**config.mk**
```make
export PLATFORM = sky130hd
export DESIGN_NAME = point_scan_ctrl_flat
export DESIGN_NICKNAME = d
export VERILOG_FILES = /design/src/rtl/point_scan_if.sv /design/src/rtl/point_scan_ctrl.sv /design/src/flat_wrapper.sv
export SDC_FILE = /design/constraint.sdc
export NUM_CORES = 1
export LEC_CHECK = 0
export ABC_AREA = 1
export CAP_MARGIN = 10
export CORE_ASPECT_RATIO = 1.2
export CORE_MARGIN = 2
export CORE_UTILIZATION = 48
export DETAILED_ROUTE_END_ITERATION = 10
export PLACE_DENSITY = 0.72
export REMOVE_ABC_BUFFERS = 1
export SYNTH_ARGS = -nofsm -noshare
export SYNTH_HDL_FRONTEND = slang
export SYNTH_SLANG_ARGS = --single-unit
```
**constraint.sdc**
```tcl
create_clock -name clk -period 1.73 [get_ports clk]
set_clock_uncertainty 0.2 [all_clocks]
set_input_delay 0.2595 -clock clk [delete_from_list [all_inputs] [get_ports clk]]
set_output_delay 0.2595 -clock clk [all_outputs]
set_load 0.02 [all_outputs]
```
**src/rtl/point_scan_if.sv**
```systemverilog
// Point-scan bus: host-side controls and the plotter handshake.
// The controller uses the master view and the host/plotter side uses the slave view.
interface point_scan_if;
   logic       start;
   logic       abort;
   logic       plot_ready;
   logic [3:0] x;
   logic [3:0] y;
   logic       plot_valid;
   logic       busy;
   logic       done;

   modport master (
      input  start, abort, plot_ready,
      output x, y, plot_valid, busy, done
   );

   modport slave (
      output start, abort, plot_ready,
      input  x, y, plot_valid, busy, done
   );
endinterface

```
**src/rtl/point_scan_ctrl.sv**
```systemverilog
// Raster-scan sequencer: walks (x,y) over the grid, X fastest, offering each point
// to the plotter over valid/ready, with optional idle gaps and a done pulse at the end.
//
//   state   | meaning
//   --------+-----------------------------------------------------------
//   S_IDLE  | waiting for start; coordinates parked at (0,0)
//   S_ISSUE | current point offered, held until the plotter takes it
//   S_GAP   | idle cycles after an accepted point, counted down
//   S_DONE  | one-cycle completion pulse after the final point
module point_scan_ctrl #(
   parameter int X_MAX = 15,
   parameter int Y_MAX = 15,
   parameter int GAP   = 0
) (
   input  logic         clk,
   input  logic         resetn,
   point_scan_if.master bus
);

   typedef enum logic [1:0] {
      S_IDLE  = 2'd0,
      S_ISSUE = 2'd1,
      S_GAP   = 2'd2,
      S_DONE  = 2'd3
   } state_t;

   localparam logic [3:0] X_LAST   = 4'(X_MAX);
   localparam logic [3:0] Y_LAST   = 4'(Y_MAX);
   localparam logic       HAS_GAP  = (GAP > 0);
   // The gap counter runs down to zero, so it is loaded one short of the gap length.
   localparam logic [7:0] GAP_LOAD = (GAP > 0) ? 8'(GAP - 1) : 8'd0;

   state_t     state;
   state_t     state_nxt;
   logic [3:0] x_q;
   logic [3:0] x_nxt;
   logic [3:0] y_q;
   logic [3:0] y_nxt;
   logic [7:0] gap_cnt;
   logic [7:0] gap_cnt_nxt;
   logic       valid_q;
   logic       busy_q;
   logic       done_q;

   always_comb begin
      state_nxt   = state;
      x_nxt       = x_q;
      y_nxt       = y_q;
      gap_cnt_nxt = gap_cnt;
      if (bus.abort) begin
         state_nxt   = S_IDLE;
         x_nxt       = 4'd0;
         y_nxt       = 4'd0;
         gap_cnt_nxt = 8'd0;
      end else begin
         case (state)
            S_IDLE: begin
               x_nxt = 4'd0;
               y_nxt = 4'd0;
               if (bus.start) state_nxt = S_ISSUE;
            end
            S_ISSUE: begin
               if (bus.plot_ready) begin
                  if (x_q == X_LAST && y_q == Y_LAST) begin
                     x_nxt     = 4'd0;
                     y_nxt     = 4'd0;
                     state_nxt = S_DONE;
                  end else begin
                     if (x_q == X_LAST) begin
                        x_nxt = 4'd0;
                        y_nxt = y_q + 4'd1;
                     end else begin
                        x_nxt = x_q + 4'd1;
                     end
                     if (HAS_GAP) begin
                        state_nxt   = S_GAP;
                        gap_cnt_nxt = GAP_LOAD;
                     end else begin
                        state_nxt = S_ISSUE;
                     end
                  end
               end
            end
            S_GAP: begin
               if (gap_cnt == 8'd0) state_nxt = S_ISSUE;
               else                 gap_cnt_nxt = gap_cnt - 8'd1;
            end
            S_DONE: begin
               state_nxt = S_IDLE;
            end
            default: begin
               state_nxt = S_IDLE;
            end
         endcase
      end
   end

   // Status outputs are decoded from the next state so they line up with it after the edge.
   always_ff @(posedge clk or negedge resetn) begin
      if (!resetn) begin
         state   <= S_IDLE;
         x_q     <= 4'd0;
         y_q     <= 4'd0;
         gap_cnt <= 8'd0;
         valid_q <= 1'b0;
         busy_q  <= 1'b0;
         done_q  <= 1'b0;
      end else begin
         state   <= state_nxt;
         x_q     <= x_nxt;
         y_q     <= y_nxt;
         gap_cnt <= gap_cnt_nxt;
         valid_q <= (state_nxt == S_ISSUE);
         busy_q  <= (state_nxt == S_ISSUE) || (state_nxt == S_GAP);
         done_q  <= (state_nxt == S_DONE);
      end
   end

   assign bus.x          = x_q;
   assign bus.y          = y_q;
   assign bus.plot_valid = valid_q;
   assign bus.busy       = busy_q;
   assign bus.done       = done_q;

endmodule

```
**src/flat_wrapper.sv**
```systemverilog
// flat-port wrapper written by rule: the top's interface ports become plain ports
module point_scan_ctrl_flat 
#(
   parameter int X_MAX = 15,
   parameter int Y_MAX = 15,
   parameter int GAP   = 0
)
  (clk, resetn, bus_start, bus_abort, bus_plot_ready, bus_x, bus_y, bus_plot_valid, bus_busy, bus_done);
  point_scan_if bus_i ();
  input  logic clk;
  input  logic resetn;
  input wire logic [$bits(bus_i.start)-1:0] bus_start;
  input wire logic [$bits(bus_i.abort)-1:0] bus_abort;
  input wire logic [$bits(bus_i.plot_ready)-1:0] bus_plot_ready;
  output wire logic [$bits(bus_i.x)-1:0] bus_x;
  output wire logic [$bits(bus_i.y)-1:0] bus_y;
  output wire logic [$bits(bus_i.plot_valid)-1:0] bus_plot_valid;
  output wire logic [$bits(bus_i.busy)-1:0] bus_busy;
  output wire logic [$bits(bus_i.done)-1:0] bus_done;
  assign bus_i.start = bus_start;
  assign bus_i.abort = bus_abort;
  assign bus_i.plot_ready = bus_plot_ready;
  assign bus_x = bus_i.x;
  assign bus_y = bus_i.y;
  assign bus_plot_valid = bus_i.plot_valid;
  assign bus_busy = bus_i.busy;
  assign bus_done = bus_i.done;
  point_scan_ctrl #(.X_MAX(X_MAX), .Y_MAX(Y_MAX), .GAP(GAP)) u_core (.clk(clk), .resetn(resetn), .bus(bus_i));
endmodule
```
-- Word level (Yosys, flattened, before mapping)
Index checks and enable logic that the tools add are counted.
- bits in registers: 21
- bits in latches: 0
- memory bits (writable): 0
- memory bits (read-only): 0
- bits of input ports: 5
- output and inout port bits: 11
- memories: 0
- $add $sub $neg: 3
- multiply operators: 0
- div/mod/pow operators: 0
- order comparisons: 0
- equal/unequal tests: 11
- shift-type cells: 0
- muxes and demuxes: 19
- bitwise logic cells: 0
- reductions and logical operators: 9
- operators with widths (operator ; count):
    $mux 4 ; 8
    $mux 8 ; 3
    $pmux 4 s2 ; 2
    $mux 2 ; 5
    $add 4x1->4 const B ; 2
    $eq 2x2->1 const B ; 4
    $eq 4x4->1 const B ; 2
    $logic_not 8->1 ; 1
    $pmux 2 s4 ; 1
    $sub 8x1->8 const B ; 1
    $eq 2x1->1 const B ; 2
    $ne 4x2->1 const B ; 1
    $reduce_and 2->1 ; 2
    $ne 3x3->1 const B ; 1
    $reduce_and 3->1 ; 1
    $reduce_bool 3->1 ; 1
    $logic_not 2->1 ; 1
    $ne 2x2->1 const B ; 1
    $reduce_bool 2->1 ; 1
    $logic_and 1x1->1 ; 1
    $logic_or 1x1->1 ; 1

-- Depth between registers and ports, before layout
- depth after elaboration: 8
- depth in mapped cells: 9
- mapped depth without buffers: 9

-- Least setup slack after synthesis
OpenSTA, ideal clock, no wires.
- kind: reg-to-reg
- start: register u_core.gap_cnt[0]
- end: register u_core.busy_q (netlist: u_core.bus.busy)
- library setup time: 0.063 ns
- arrival: 1.531 ns
- path slack: -0.064 ns
- cell stages (with the launch flop): 9
- buffers on the path: 0
- period minus slack after synthesis: 1.794 ns
- cells stage by stage: dfrtp_1 -> inv_1 -> ha_1 -> nand3_1 -> nor2_2 -> a21oi_1 -> nor3_1 -> ha_1 -> inv_1
- word-level cells in the longest chain between the ends: 6
- elaborated cells between the ends (all ways): 7
- classes of those cells: eq/ne (2); mux (3); reduce/logical (2)
- ends and longest elaborated chain (item ; line ; text):
    from (decl) ; point_scan_ctrl.sv:39 ; logic [7:0] gap_cnt;
    from (signal assigned) ; point_scan_ctrl.sv:112 ; gap_cnt <= gap_cnt_nxt;
    $logic_not 8->1 (*) ; point_scan_ctrl.sv:85 ; if (gap_cnt == 8'd0) state_nxt = S_ISSUE;
    $mux 2 (*) ; point_scan_ctrl.sv:85 ;
    $pmux 2 s4 (*) ; point_scan_ctrl.sv:56 ; case (state)
    $mux 2 (*) ; point_scan_ctrl.sv:50 ; if (bus.abort) begin
    net u_core.state_nxt[0] ; point_scan_ctrl.sv:34 ; state_t state_nxt;
    $eq 2x1->1 or $eq 2x2->1 (tied branches) ; point_scan_ctrl.sv:114 ; busy_q <= (state_nxt == S_ISSUE) || (state_nxt == S_GAP);
    $logic_or 1x1->1 (*) ; point_scan_ctrl.sv:114 ;
    to (signal assigned) ; point_scan_ctrl.sv:114 ;
    to (decl) ; point_scan_ctrl.sv:42 ; logic busy_q;
The timed path passes the listed nets; every way through them passes the cells marked *.
A chain may end at the register's enable or synchronous reset.

-- Final worst setup path
- start: register u_core.gap_cnt[4]
- end: register u_core.busy_q (netlist: u_core.bus.busy)
The elaborated chain is that of the path after synthesis.

==> metrics.md <==
| Metric | Value |
|---|---|
| Status | completed |
| Final wirelength | 2.84 mm |
| Cell Pwr Density | 1420 nW/um^2 |
| Critical Path AT | 1740 ps |
| Clk sinks | 21 |
| Routed Antenna Nets | 0 |
| Hold buffer count at cts | 0 |
| Nature of the critical path startpoint | flop |
| Core area | 2330 um^2 |
| Area post-placement | 1500 um^2 |
| Syn avg cell area | 7.62 um^2 |
| Slew headroom | 81.6% |
| Fill cells | 210 |
| Synth top area share | 44.2% |
| FMAX | 592 MHz |
| Cell variety after synth | 19 |
| Reg-to-reg slack, setup | 40 ps |
| Critical Path RT | 1780 ps |
| Worst R2R End | u_core.bus.busy |
| Total power | 2.28 mW |
| Die area | 2890 um^2 |
| First-pass GRT wire length | 4.72 mm |
| Vias/cell | 5.14 |
| Num rows | 19 |
| Leading area contributor after synthesis | dfrtp_1 |
| Layout cells sized above 1 | 24.4% |
| Crit end category | flop |
| Non-Filler Instances | 228 |
| Die Span X | 49.4 um |
| Largest net degree at the start of global routing | 22 |
| Peak supply drop | 1.01 mV |
| PortBufs | 15 |
| Drt initial violations | 30 |
| Register Area | 526 um^2 |
| FFs w/ async S/R, synth | 100% |
| Number of flops mapped to enable cells by yosys | 0 |
| Setup CP Type | flop to flop |
| Multi-input logic area | 618 um^2 |
| Slew @ Worst Pin | 276 ps |
| Leak Pwr | 0.849 nW |
| FF-to-FF path depth | 7 |
| Layout area overhead | 35.1% |
| Clk buf depth | 2 |
| Vias in the first global route | 1148 |
| Initial antenna violation count | 0 |
| Final Hold Fails | 0 |
| Dpl cells | 219 |
| Dominant cells by area after synthesis | dfrtp_1, nand2_1, inv_1 |
| Finished Cell Area | 1610 um^2 |
| Worst-Skew Late Latency | 300 ps |
| Worst Hold Class | input port to async pin |
| Maxcap violations | 0 |
| DR vias | 1171 |
| Clock-pin slew on the worst setup and hold paths | 130 ps |
| Synth warnings | 0 |
| Synthesized flop and latch total | 21 |
| Number of I/O pins | 16 |
| Dominant synthesized flop cell | dfrtp_1 |
| DR DRC count | 0 |
| Final worst path period share | 97.7% |
| Worst-path fanout max | 3 |
| Top cells by count, synth | nand2_1, dfrtp_1, inv_1 |
| Min Tclk post-route | 1690 ps |
| First-pass DRT Iterations | 4 |
| RSZ-0062 raised after global routing | true |
| Wirelength per Cell | 12.5 um |
| Nets@finish | 208 |
| Root buf cell | clkbuf_4 |
| Total GRT Usage | 21.3% |
| Hpwl dp | 2.14 mm |
| Max H-tree Level | 1 |
| Synth Cell Area | 1190 um^2 |
| Crit Reg-Reg Startpoint | u_core.gap_cnt[4] |
| Overall die height | 58.5 um |
| Count leader, synth | nand2_1 |
| GP Congestion | 0.873 |
| Initial core utilization | 51.0% |
| Seq/Total Area, Yosys | 44.2% |
| CTS tree | done |
| Grt ovf | 0 |
| Inserted Clock Buffers | 3 |
| N_diodes | 0 |
| Final setup violation count | 0 |
| Post-Synthesis Cells | 156 |
| Slew Limit Fails | 0 |
[logic make-up (layout without fill, tap and decap cells)]
group                    Yosys count  in the layout  synth area share, %
flip-flops                        21             21                 44.2
adder cells (fa/ha/maj)            5              5                 5.26
XOR/XNOR                           2              2                 1.47
buffers and inverters             23             64                 7.89
AND/OR/NAND/NOR                   82             82                 30.5
AO/OA/AOI/OAI                     23             23                 10.6
[worst max-delay path, cell delays in order, from the launching register on]
cell	delay [ps]
dfrtp_1	410
nor2_2	160
nand2_1	140
nor2_4	140
a21oi_2	60
nor3_2	200
ha_1	260
inv_1	50
[registers in the layout (all words and copies together) (netlist names)]
register               cells
u_core.state               2
u_core.bus.busy            1
u_core.bus.x               4
u_core.bus.plot_valid      1
u_core.bus.y               4
u_core.bus.done            1
u_core.gap_cnt             8
[how the worst max path moves through the flow]
stage	startpoint	end	slack, ps	cells past startpoint
2_1_floorplan	u_core.gap_cnt[0]	u_core.bus.busy	-60	8
3_3_place_gp	bus_abort	u_core.gap_cnt[1]	-20	7
3_5_place_dp	bus_abort	u_core.gap_cnt[1]	-100	7
4_1_cts	u_core.bus.busy	bus_busy	20	1
5_1_grt	u_core.gap_cnt[4]	u_core.bus.busy	-40	7
6_report	u_core.gap_cnt[4]	u_core.bus.busy	40	7
[timing repair]
action	4_1_cts	5_1_grt
pin swaps	0	6
resized for setup	12	11
endpoints found under the setup margin	16	8
buffers inserted	0	5
[layer usage]
metal	part of all wire [%]	track usage, %
met3	2.2	2.54
met2	58	42.7
met4	1.9	10.7
met5	0	0
met1	38	21.5
[cells in the final DEF, fill, tap and decap left out, types with 2 or more instances in the layout]
cell type / instances
nand2_1: 37
buf_4: 23
dfrtp_1: 21
inv_1: 17
nor2_1: 15
nand3_1: 11
dlygate4sd2_1: 10
a21oi_1: 9
o21ai_0: 5
inv_2: 5
o21ai_1: 5
nor2_2: 4
nand4_1: 4
ha_1: 4
clkdlybuf4s50_1: 4
nor3_1: 3
o21ai_2: 3
clkbuf_4: 3
nand2_2: 2
nand2_4: 2
xor2_1: 2
[power breakdown]
part | switching, mW | internal, mW | leakage (nW)
clock network | 0.155 | 0.0862 | 0.0177
logic | 0.743 | 0.583 | 0.552
registers | 0.0925 | 0.620 | 0.280
total | 0.990 | 1.29 | 0.849
[area by class of cell]
class / count / area share, %
inverter: 22 / 5.14
clock buffer: 3 / 1.40
sequential: 21 / 32.7
multi-input combinational: 112 / 38.5
clock inverter: 1 / 0.312
timing repair buffer: 38 / 19.5
tap: 31 / 2.42
[stage by stage]
stage	setup TNS, ps	setup WS [ps]	utilization [%]	hold WS [ps]
finish	0	40.7	68.9	83.9
global route	-70.5	-41.7	68.9	93.5
CTS	0	22.8	65.5	89.9
detailed placement	-384	-100	64.4	310
global placement	-42.6	-16.9	64.4	315
floorplan	-64.1	-64.1	-	-236
Note: power is estimated with default switching activity, not from simulation.
